===== src/rtl/usb_txn_sequencer.sv =====
// usb_txn_sequencer
// Transaction-level sequencer for a USB device endpoint. It takes decoded PID
// events from the RX control FSM, orders the handshake replies (OUT/DATA ->
// ACK/NAK, IN -> DATA/NAK -> wait for ACK), runs the host-response timeouts,
// and drives the TX encoder and the endpoint buffer control strobes.
//
// Ports
//   clk, n_rst        : clock, asynchronous active-low reset
//   rx_packet         : PID class from RX FSM (000 ACK, 001 OUT, 010 IN, 100 DATA, 011 error)
//   rx_pid_valid      : one-cycle strobe, rx_packet is new
//   rx_data_done      : one-cycle strobe, DATA payload stored and EOP seen
//   rx_crc_error      : payload CRC bad, valid with rx_data_done
//   buffer_occupancy  : bytes currently held in the endpoint buffer
//   tx_data_ready     : an IN payload is fully loaded
//   tx_done           : TX encoder finished the current packet
//   tx_packet         : packet to send (000 none, 001 DATA, 010 ACK, 011 NAK)
//   tx_start          : one-cycle start strobe to the TX encoder
//   d_mode            : high while the device owns the bus
//   rx_commit/rx_flush: accept / discard the received OUT payload
//   tx_commit/tx_retry: free / re-send the IN payload
//   timeout_err       : sticky timeout flag, cleared by the next rx_pid_valid
module usb_txn_sequencer #(
  parameter int TIMEOUT_CYCLES = 1024,
  parameter int MAX_PKT_BYTES  = 64
) (
  input  logic       clk,
  input  logic       n_rst,
  input  logic [2:0] rx_packet,
  input  logic       rx_pid_valid,
  input  logic       rx_data_done,
  input  logic       rx_crc_error,
  input  logic [6:0] buffer_occupancy,
  input  logic       tx_data_ready,
  input  logic       tx_done,
  output logic [2:0] tx_packet,
  output logic       tx_start,
  output logic       d_mode,
  output logic       rx_commit,
  output logic       rx_flush,
  output logic       tx_commit,
  output logic       tx_retry,
  output logic       timeout_err
);

  localparam int TW = $clog2(TIMEOUT_CYCLES) + 1;
  localparam logic [TW-1:0] T_LAST = TW'(TIMEOUT_CYCLES - 1);

  localparam logic [2:0] PID_ACK  = 3'b000;
  localparam logic [2:0] PID_OUT  = 3'b001;
  localparam logic [2:0] PID_IN   = 3'b010;
  localparam logic [2:0] PID_DATA = 3'b100;

  localparam logic [2:0] TX_NONE = 3'b000;
  localparam logic [2:0] TX_DATA = 3'b001;
  localparam logic [2:0] TX_ACK  = 3'b010;
  localparam logic [2:0] TX_NAK  = 3'b011;

  typedef enum logic [2:0] {
    IDLE, OUT_WAIT, OUT_RECV, IN_DECIDE, SEND, IN_WAIT_ACK
  } state_t;

  state_t        state;
  logic [TW-1:0] timer;
  logic          rx_bad;

  assign rx_bad = rx_crc_error || (32'(buffer_occupancy) > MAX_PKT_BYTES);

  always_ff @(posedge clk or negedge n_rst) begin
    if (!n_rst) begin
      state       <= IDLE;
      timer       <= '0;
      tx_packet   <= TX_NONE;
      tx_start    <= 1'b0;
      d_mode      <= 1'b0;
      rx_commit   <= 1'b0;
      rx_flush    <= 1'b0;
      tx_commit   <= 1'b0;
      tx_retry    <= 1'b0;
      timeout_err <= 1'b0;
    end else begin
      tx_start  <= 1'b0;
      rx_commit <= 1'b0;
      rx_flush  <= 1'b0;
      tx_commit <= 1'b0;
      tx_retry  <= 1'b0;
      // Free-running saturating count; every state change below clears it.
      if (timer != '1) timer <= timer + 1'b1;
      // Any PID seen on the wire clears the sticky flag, whatever the state.
      if (rx_pid_valid) timeout_err <= 1'b0;

      case (state)
        IDLE: begin
          if (rx_pid_valid && rx_packet == PID_OUT) begin
            state <= OUT_WAIT;
            timer <= '0;
          end else if (rx_pid_valid && rx_packet == PID_IN) begin
            state <= IN_DECIDE;
            timer <= '0;
          end
        end
        OUT_WAIT: begin
          if (rx_pid_valid) begin
            timer <= '0;
            if (rx_packet == PID_DATA) begin
              state <= OUT_RECV;
            end else begin
              state    <= IDLE;
              rx_flush <= 1'b1;
            end
          end else if (timer == T_LAST) begin
            state       <= IDLE;
            timer       <= '0;
            timeout_err <= 1'b1;
          end
        end
        OUT_RECV: begin
          // No timeout here: the RX FSM always delivers EOP.
          if (rx_data_done) begin
            state     <= SEND;
            timer     <= '0;
            tx_start  <= 1'b1;
            d_mode    <= 1'b1;
            tx_packet <= rx_bad ? TX_NAK : TX_ACK;
            rx_flush  <= rx_bad;
            rx_commit <= !rx_bad;
          end
        end
        IN_DECIDE: begin
          state     <= SEND;
          timer     <= '0;
          tx_start  <= 1'b1;
          d_mode    <= 1'b1;
          tx_packet <= tx_data_ready ? TX_DATA : TX_NAK;
        end
        SEND: begin
          // The bus is ours: PIDs are ignored, tx_done alone moves on.
          if (tx_done) begin
            d_mode    <= 1'b0;
            tx_packet <= TX_NONE;
            timer     <= '0;
            state     <= (tx_packet == TX_DATA) ? IN_WAIT_ACK : IDLE;
          end
        end
        IN_WAIT_ACK: begin
          if (rx_pid_valid) begin
            // A non-ACK PID ends the exchange and is not re-decoded as new.
            state     <= IDLE;
            timer     <= '0;
            tx_commit <= (rx_packet == PID_ACK);
            tx_retry  <= (rx_packet != PID_ACK);
          end else if (timer == T_LAST) begin
            state       <= IDLE;
            timer       <= '0;
            tx_retry    <= 1'b1;
            timeout_err <= 1'b1;
          end
        end
        default: begin
          state <= IDLE;
          timer <= '0;
        end
      endcase
    end
  end

endmodule


===== config.mk =====
export PLATFORM = sky130hd
export DESIGN_NAME = usb_txn_sequencer
export DESIGN_NICKNAME = d
export VERILOG_FILES = /design/src/rtl/usb_txn_sequencer.sv
export SDC_FILE = /design/constraint.sdc
export NUM_CORES = 1
export LEC_CHECK = 0
export BUFFER_PORTS_ARGS = -buffer_cell sky130_fd_sc_hd__buf_2
export CORE_MARGIN = 4
export CORE_UTILIZATION = 60
export CTS_BUF_LIST = sky130_fd_sc_hd__clkbuf_4 sky130_fd_sc_hd__clkbuf_8
export DETAILED_ROUTE_END_ITERATION = 8
export PLACE_DENSITY = 0.87
export SYNTH_ARGS = -nofsm -noshare
export SYNTH_HDL_FRONTEND = slang
export SYNTH_SLANG_ARGS = --single-unit

===== constraint.sdc =====
create_clock -name clk -period 3.66 [get_ports clk]
set_input_delay 0.183 -clock clk [delete_from_list [all_inputs] [get_ports clk]]
set_output_delay 0.183 -clock clk [all_outputs]
set_load 0.02 [all_outputs]

==> results of run 1 <==
==> state kept, by name, summed over array words and instances (netlist names) <==
| signal | count |
|---|---|
| tx_commit | 1 |
| d_mode | 1 |
| tx_packet | 2 |
| rx_commit | 1 |
| rx_flush | 1 |
| state | 3 |
| timer | 11 |
| timeout_err | 1 |
| tx_start | 1 |
| tx_retry | 1 |
==> final timing paths <==
path | start | end | slack [ns] | cells after the start
worst max-delay path | timer[0] | timer[6] | 1.61 | 5
worst min-delay path | rx_crc_error | rx_commit | 0.06 | 2
worst max register to register | timer[0] | timer[6] | 1.61 | 5
worst min register to register | tx_packet[1] | tx_packet[1] | 0.52 | 1
max in group asynchronous | n_rst | timer[6] | 2.96 | 2
min in group asynchronous | n_rst | tx_start | 0.35 | 2
==> cell type report <==
class	count	area, sq um	share of cell area, %
clock buffers	3	22.5	1.59
clock inverters	1	5.00	0.354
inverters	3	11.3	0.796
multi-input cells	100	631	44.6
flip-flops and latches	23	576	40.7
repair buffers	26	135	9.56
well taps	27	33.8	2.39
==> per-stage QoR <==
step	utilization [%]	worst slack (ns)	cell area, sq um	hold WS [ns]	total power (uW)
global placement	70.2	1.74	1380	0.168	588
global route	72.1	1.46	1410	0.0527	769
floorplan	-	1.85	1240	-0.113	524
CTS	72.1	1.61	1410	0.0543	719
finish	72.1	1.61	1410	0.0604	713
detailed placement	70.2	1.64	1380	0.175	602
==> power groups by stage <==
stage	Combinational, uW	Clock (uW)	Sequential [uW]
2_1_floorplan	160	0	364
6_report	248	114	351
3_5_place_dp	247	0	355
5_1_grt	277	131	360
4_1_cts	249	121	349
3_3_place_gp	236	0	352
==> routing by layer <==
layer	track usage (%)	wire length, um	up-vias	share of wire (%)
met2	31.4	1240	33	48
met4	10.6	8	0	0.31
met3	6.48	157	2	6.1
li1	-	-	540	-
met5	0	0	-	0
met1	27.1	1180	528	46
==> what timing repair did <==
action	4_1_cts	5_1_grt
hold endpoints to repair	23	0
setup buffers	0	0
hold buffers	1	0
==> placed cells by master (no fill, tap or decap), types with 2 or more instances in the layout <==
cell type,instances
buf_2,25
nor2_1,23
dfrtp_1,23
a21oi_1,8
nand2_1,7
a31oi_1,6
nor3_1,4
nand4_1,3
xor2_1,3
nand3_1,3
a311oi_1,3
clkbuf_4,3
nor3_2,2
and4_1,2
inv_1,2
nor2b_1,2
o21ai_0,2
a211oi_1,2
nand2b_1,2
a32oi_1,2
==> cells by family (layout without fill, tap and decap cells) <==
logic type	Yosys count	after routing	synth area share (%)
compound gates	34	34	20.4
buf+inv	8	33	2.82
flops	23	23	46.4
xor+xnor	3	3	2.12
mux	1	1	0.806
other cells	1	1	0.302
simple gates	60	60	26.2
fa+ha+maj	1	1	1.01
==> run_results.csv, run 1 <==
group,metric,value,unit
logic_synthesis,yosys-top-cells-area,"dfrtp_1 (46%), nor2_1 (7.0%), a21oi_1 (3.2%)",
timing,slew_headroom,60.5,%
global_routing,first_global_vias,982,
clock_network,cts-resized-gates,0,
clock_network,cts_max_level,1,
detailed_routing,ant_nets,0,
worst_setup_path,required,3.85,ns
logic_synthesis,yosysTopAreaCellShare,46.4,%
worst_setup_path,cp_slowest_cell,"or4_4",
timing,max_freq,489,MHz
timing,finalHoldViolCount,0,
run_status,status,"finished, final reports clean",
logic_synthesis,netlist_instances,131,
timing,rsz0062_at_grt,"no",
logic_synthesis,avgSynthCellArea,9.47,sq um
worst_setup_path,critPathLaunchType,"register",
clock_network,clk_path_buf_depth,2,
place,port_buffers,25,
timing,tightest_slew,0.587,ns
timing,report.final.slew_viol_count,0,
worst_setup_path,cp_num_buf_inv,0,
worst_setup_path,max_stage_delay,0.55,ns
clock_network,clock_sinks,23,
detailed_routing,first_pass_iters,4,
clock_network,clk_pin_slew,0.12,ns
detailed_routing,drt_first_iter_violations,38,
worst_setup_path,arrival,2.24,ns
floorplanning,die_width,53.5,um
timing,final.min_clock_period,2.05,ns
floorplanning,io_pins,27,
worst_setup_path,crit_path_end_kind,"register",
logic_synthesis,synth_edf_count,0,
power_and_ir_drop,power_frac_comb,34.7,%
cells_and_area,nets,175,
power_and_ir_drop,internal_power,435,uW
logic_synthesis,ys_seq_area_share,46.4,%
logic_synthesis,yosys-top-cells-count,"dfrtp_1 (23), nor2_1 (23), a21oi_1 (8)",
detailed_routing,drc,0,
timing,finalCritPeriodShare,55.9,%
logic_synthesis,synth_nets,149,
logic_synthesis,yosysWarnings,0,
worst_setup_path,cp_cell_sequence,"ha_1, nand4_1, or4_4, a22oi_4, nor3_1",
worst_setup_path,worstSetupPathType,"register to register",
power_and_ir_drop,pwr-share-clk,16.0,%
detailed_routing,vias,1103,
timing,skew,0.00732,ns
cells_and_area,fillers,157,
place,gp_congestion,0.848,
power_and_ir_drop,ir_worst_vdd,0.000465,V
clock_network,tritoncts,"yes",
clock_network,cts_buffers,3,
floorplanning,num_rows,16,
power_and_ir_drop,switchingPower,278,uW
timing,setup_viol,0,
logic_synthesis,syn-cell-area,0.00124,sq mm
min_path,min_path_type,"input pin to register",
logic_synthesis,synth_area_leader_cell,"dfrtp_1",
global_routing,overflow,0,
clock_network,clock_latency,0.31,ns
power_and_ir_drop,power.share.switching,39.0,%
logic_synthesis,synthArstFlopShare,100,%
power_and_ir_drop,powerDensity,504,mW/mm^2
detailed_routing,wl_per_cell,14.1,um
floorplanning,die_area,0.00286,sq mm
floorplanning,start_util,63.3,%
place,dp_cells,178,
cells_and_area,drive_gt1_share,23.7,%
floorplanning,die_h,53.5,um
detailed_routing,routed_wl,2590,um
cells_and_area,area_growth,13.9,%
place,dp_hpwl,1930,um
logic_synthesis,ys_seq_elements,23,
worst_setup_path,path_delay_family,"simple AND/OR/NAND/NOR gates",
global_routing,grt_max_degree,24,
global_routing,grt_antenna_before_repair,0,
logic_synthesis,synthFlopType,"dfrtp_1",
clock_network,cts-root-buf,"clkbuf_4",
power_and_ir_drop,pwr-share-seq,49.3,%
timing,setup_tns,0,ns
logic_synthesis,synth.distinct_cells,49,
worst_setup_path,cp_max_fo,10,
global_routing,gr-usage-all-layers,21.0,%
power_and_ir_drop,p_leak,0.000633,uW
global_routing,grt_pass1_wl,4290,um
detailed_routing,avgViaCountPerCell,6.03,
floorplanning,core-area,0.00196,sq mm
run,cap_viol_max_count,0,
cells_and_area,diodes,0,
cells_and_area,stdcell_count,183,
(Power assumes the default switching activity.)
==> run 2: changes to the inputs <==
Settings changed: ABC_AREA set to 1, CORE_UTILIZATION 60 to 56, PLACE_DENSITY 0.87 to 0.81.
Clock period 3.66 ns to 1.9 ns, I/O delays scaled along.
==> run_results.csv, run 2 <==
group,metric,value,unit
worst_setup_path,cp_max_fo,7,
detailed_routing,drt_first_iter_violations,24,
cells_and_area,fillers,211,
cells_and_area,drive_gt1_share,20.7,%
detailed_routing,ant_nets,0,
clock_network,cts-root-buf,"clkbuf_4",
cells_and_area,area_growth,13.0,%
logic_synthesis,avgSynthCellArea,7.41,sq um
floorplanning,start_util,59.0,%
global_routing,grt_antenna_before_repair,0,
detailed_routing,routed_wl,2630,um
place,port_buffers,25,
timing,skew,0.00147,ns
timing,slew_headroom,66.0,%
timing,setup_viol,0,
worst_setup_path,critPathLaunchType,"register",
detailed_routing,first_pass_iters,4,
cells_and_area,diodes,0,
clock_network,cts_max_level,1,
floorplanning,die_area,0.00317,sq mm
logic_synthesis,yosys-top-cells-count,"nand2_1 (39), nor2_1 (32), dfrtp_1 (23), inv_1 (23), nand3_1 (15)",
global_routing,first_global_vias,1156,
logic_synthesis,yosysWarnings,0,
global_routing,grt_pass1_wl,4750,um
logic_synthesis,ys_seq_elements,23,
floorplanning,die_h,56.3,um
clock_network,cts_buffers,3,
clock_network,clk_pin_slew,0.12,ns
logic_synthesis,synth_edf_count,0,
worst_setup_path,crit_path_end_kind,"register",
worst_setup_path,arrival,1.73,ns
cells_and_area,final_cell_mix,"nand2_1 (39), nor2_1 (32), buf_2 (25), inv_1 (23), dfrtp_1 (23)",
power_and_ir_drop,p_leak,0.000776,uW
worst_setup_path,required,2.11,ns
min_path,min_path_type,"input pin to register",
timing,whs,0.0503,ns
worst_setup_path,r2r_start,"timer[0]",
cells_and_area,nets,222,
cells_and_area,stdcell_count,231,
floorplanning,die_width,56.3,um
worst_setup_path,worstSetupPathType,"register to register",
run_status,status,"finished, final reports clean",
logic_synthesis,synth.distinct_cells,25,
clock_network,cts-resized-gates,0,
timing,finalHoldViolCount,0,
cells_and_area,layout_commonest_cell,"nand2_1",
timing,rsz0062_at_grt,"no",
detailed_routing,avgViaCountPerCell,4.98,
clock_network,clock_latency,0.31,ns
logic_synthesis,synth_area_leader_cell,"dfrtp_1",
place,dp_cells,226,
run,cap_viol_max_count,0,
clock_network,hold_buffers,1,
worst_setup_path,cp_slowest_cell,"dfrtp_1",
worst_setup_path,crit_start,"timer[0]",
logic_synthesis,synth_nets,194,
floorplanning,io_pins,27,
min_path,min_from,"rx_crc_error",
worst_setup_path,crit_top_cell,"nand3_2",
detailed_routing,vias,1151,
timing,setup_tns,0,ns
power_and_ir_drop,ir_worst_vdd,0.000704,V
global_routing,gr-usage-all-layers,18.5,%
logic_synthesis,synthFlopType,"dfrtp_1",
cells_and_area,top_register,"timer",
logic_synthesis,yosysMostFrequentCell,"nand2_1",
timing,finalCritPeriodShare,80.2,%
place,gp_congestion,0.852,
logic_synthesis,netlist_instances,176,
detailed_routing,drc,0,
global_routing,overflow,0,
timing,report.final.slew_viol_count,0,
clock_network,clock_sinks,23,
cells_and_area,largest_reg_flops,11,
clock_network,cts_setup_buffers,0,
clock_network,clk_path_buf_depth,2,
logic_synthesis,synthArstFlopShare,100,%
detailed_routing,wl_per_cell,11.4,um
worst_setup_path,max_stage_delay,0.41,ns
logic_synthesis,syn-cell-area,0.00131,sq mm
power_and_ir_drop,powerDensity,1040,mW/mm^2
clock_network,tritoncts,"yes",
worst_setup_path,cp_cell_sequence,"ha_1, nand2_1, nor2_4, nand3_2, nand2_2, nand3_2, inv_4, nor2_1",
logic_synthesis,yosysTopAreaCellShare,44.1,%
cells_and_area,largest_registers,"timer (11), state (3), tx_packet (2)",
timing,tightest_slew,0.510,ns
global_routing,grt_max_degree,24,
place,dp_hpwl,2040,um
timing,max_freq,656,MHz
floorplanning,core-area,0.00221,sq mm
logic_synthesis,yosys-top-cells-area,"dfrtp_1 (44%), nand2_1 (11%), nor2_1 (9.2%)",
timing,final.min_clock_period,1.52,ns
logic_synthesis,ys_seq_area_share,44.1,%
floorplanning,num_rows,17,
[run 2: layout make-up]
class | count | area, sq um | area share, %
sequential | 23 | 576 | 39.0
multi-input combinational | 123 | 596 | 40.4
timing repair buffer | 26 | 135 | 9.16
tap | 28 | 35.0 | 2.37
clock buffer | 4 | 30.0 | 2.04
inverter | 27 | 104 | 7.04
[run 2: layer usage]
layer / track usage, % / vias to the layer above / routed length [um]
met5: 0 / - / 0
met4: 7.80 / 0 / 36
met3: 4.37 / 5 / 169
met2: 30.7 / 37 / 1180
met1: 22.9 / 512 / 1250
li1: - / 597 / -
[run 2: report_power, final]
group	internal (uW)	switching, uW
clock	96.3	143
sequential	589	84.6
combinational	211	415
total	896	643
[run 2: metrics by stage]
step	setup WS (ns)	cell area (sq um)	utilization, %	power (uW)
floorplan	0.551	1310	-	1160
global placement	0.453	1440	64.9	1290
detailed placement	0.404	1440	64.9	1310
CTS	0.380	1480	66.7	1550
global route	0.216	1480	66.7	1690
finish	0.376	1480	66.7	1540
[run 2: cells by family (layout without fill, tap and decap cells)]
group | Yosys count | in the layout | share of synthesized area, %
flip-flops | 23 | 23 | 44.1
other | 1 | 1 | 0.287
AND/OR/NAND/NOR | 105 | 105 | 37.2
XOR/XNOR | 3 | 3 | 2.01
buffers and inverters | 30 | 57 | 10.3
AO/OA/AOI/OAI | 13 | 13 | 5.18
adder cells (fa/ha/maj) | 1 | 1 | 0.959
[run 2: final timing paths]
kind,to,slack (ns),cells after the start
worst min-delay path,rx_commit,0.05,3
max in group asynchronous,timer[4],1.25,2
worst min register to register,d_mode,0.49,2
min in group asynchronous,tx_packet[1],0.30,2
worst max register to register,timer[8],0.38,8
worst max-delay path,timer[8],0.38,8
[run 2: critical path: cells and delay by family, from the launching register on]
family                   cells  cell delay, ns
flip-flops                   1            0.41
buffers and inverters        1            0.13
AND/OR/NAND/NOR              6            0.69
adder cells (fa/ha/maj)      1            0.20
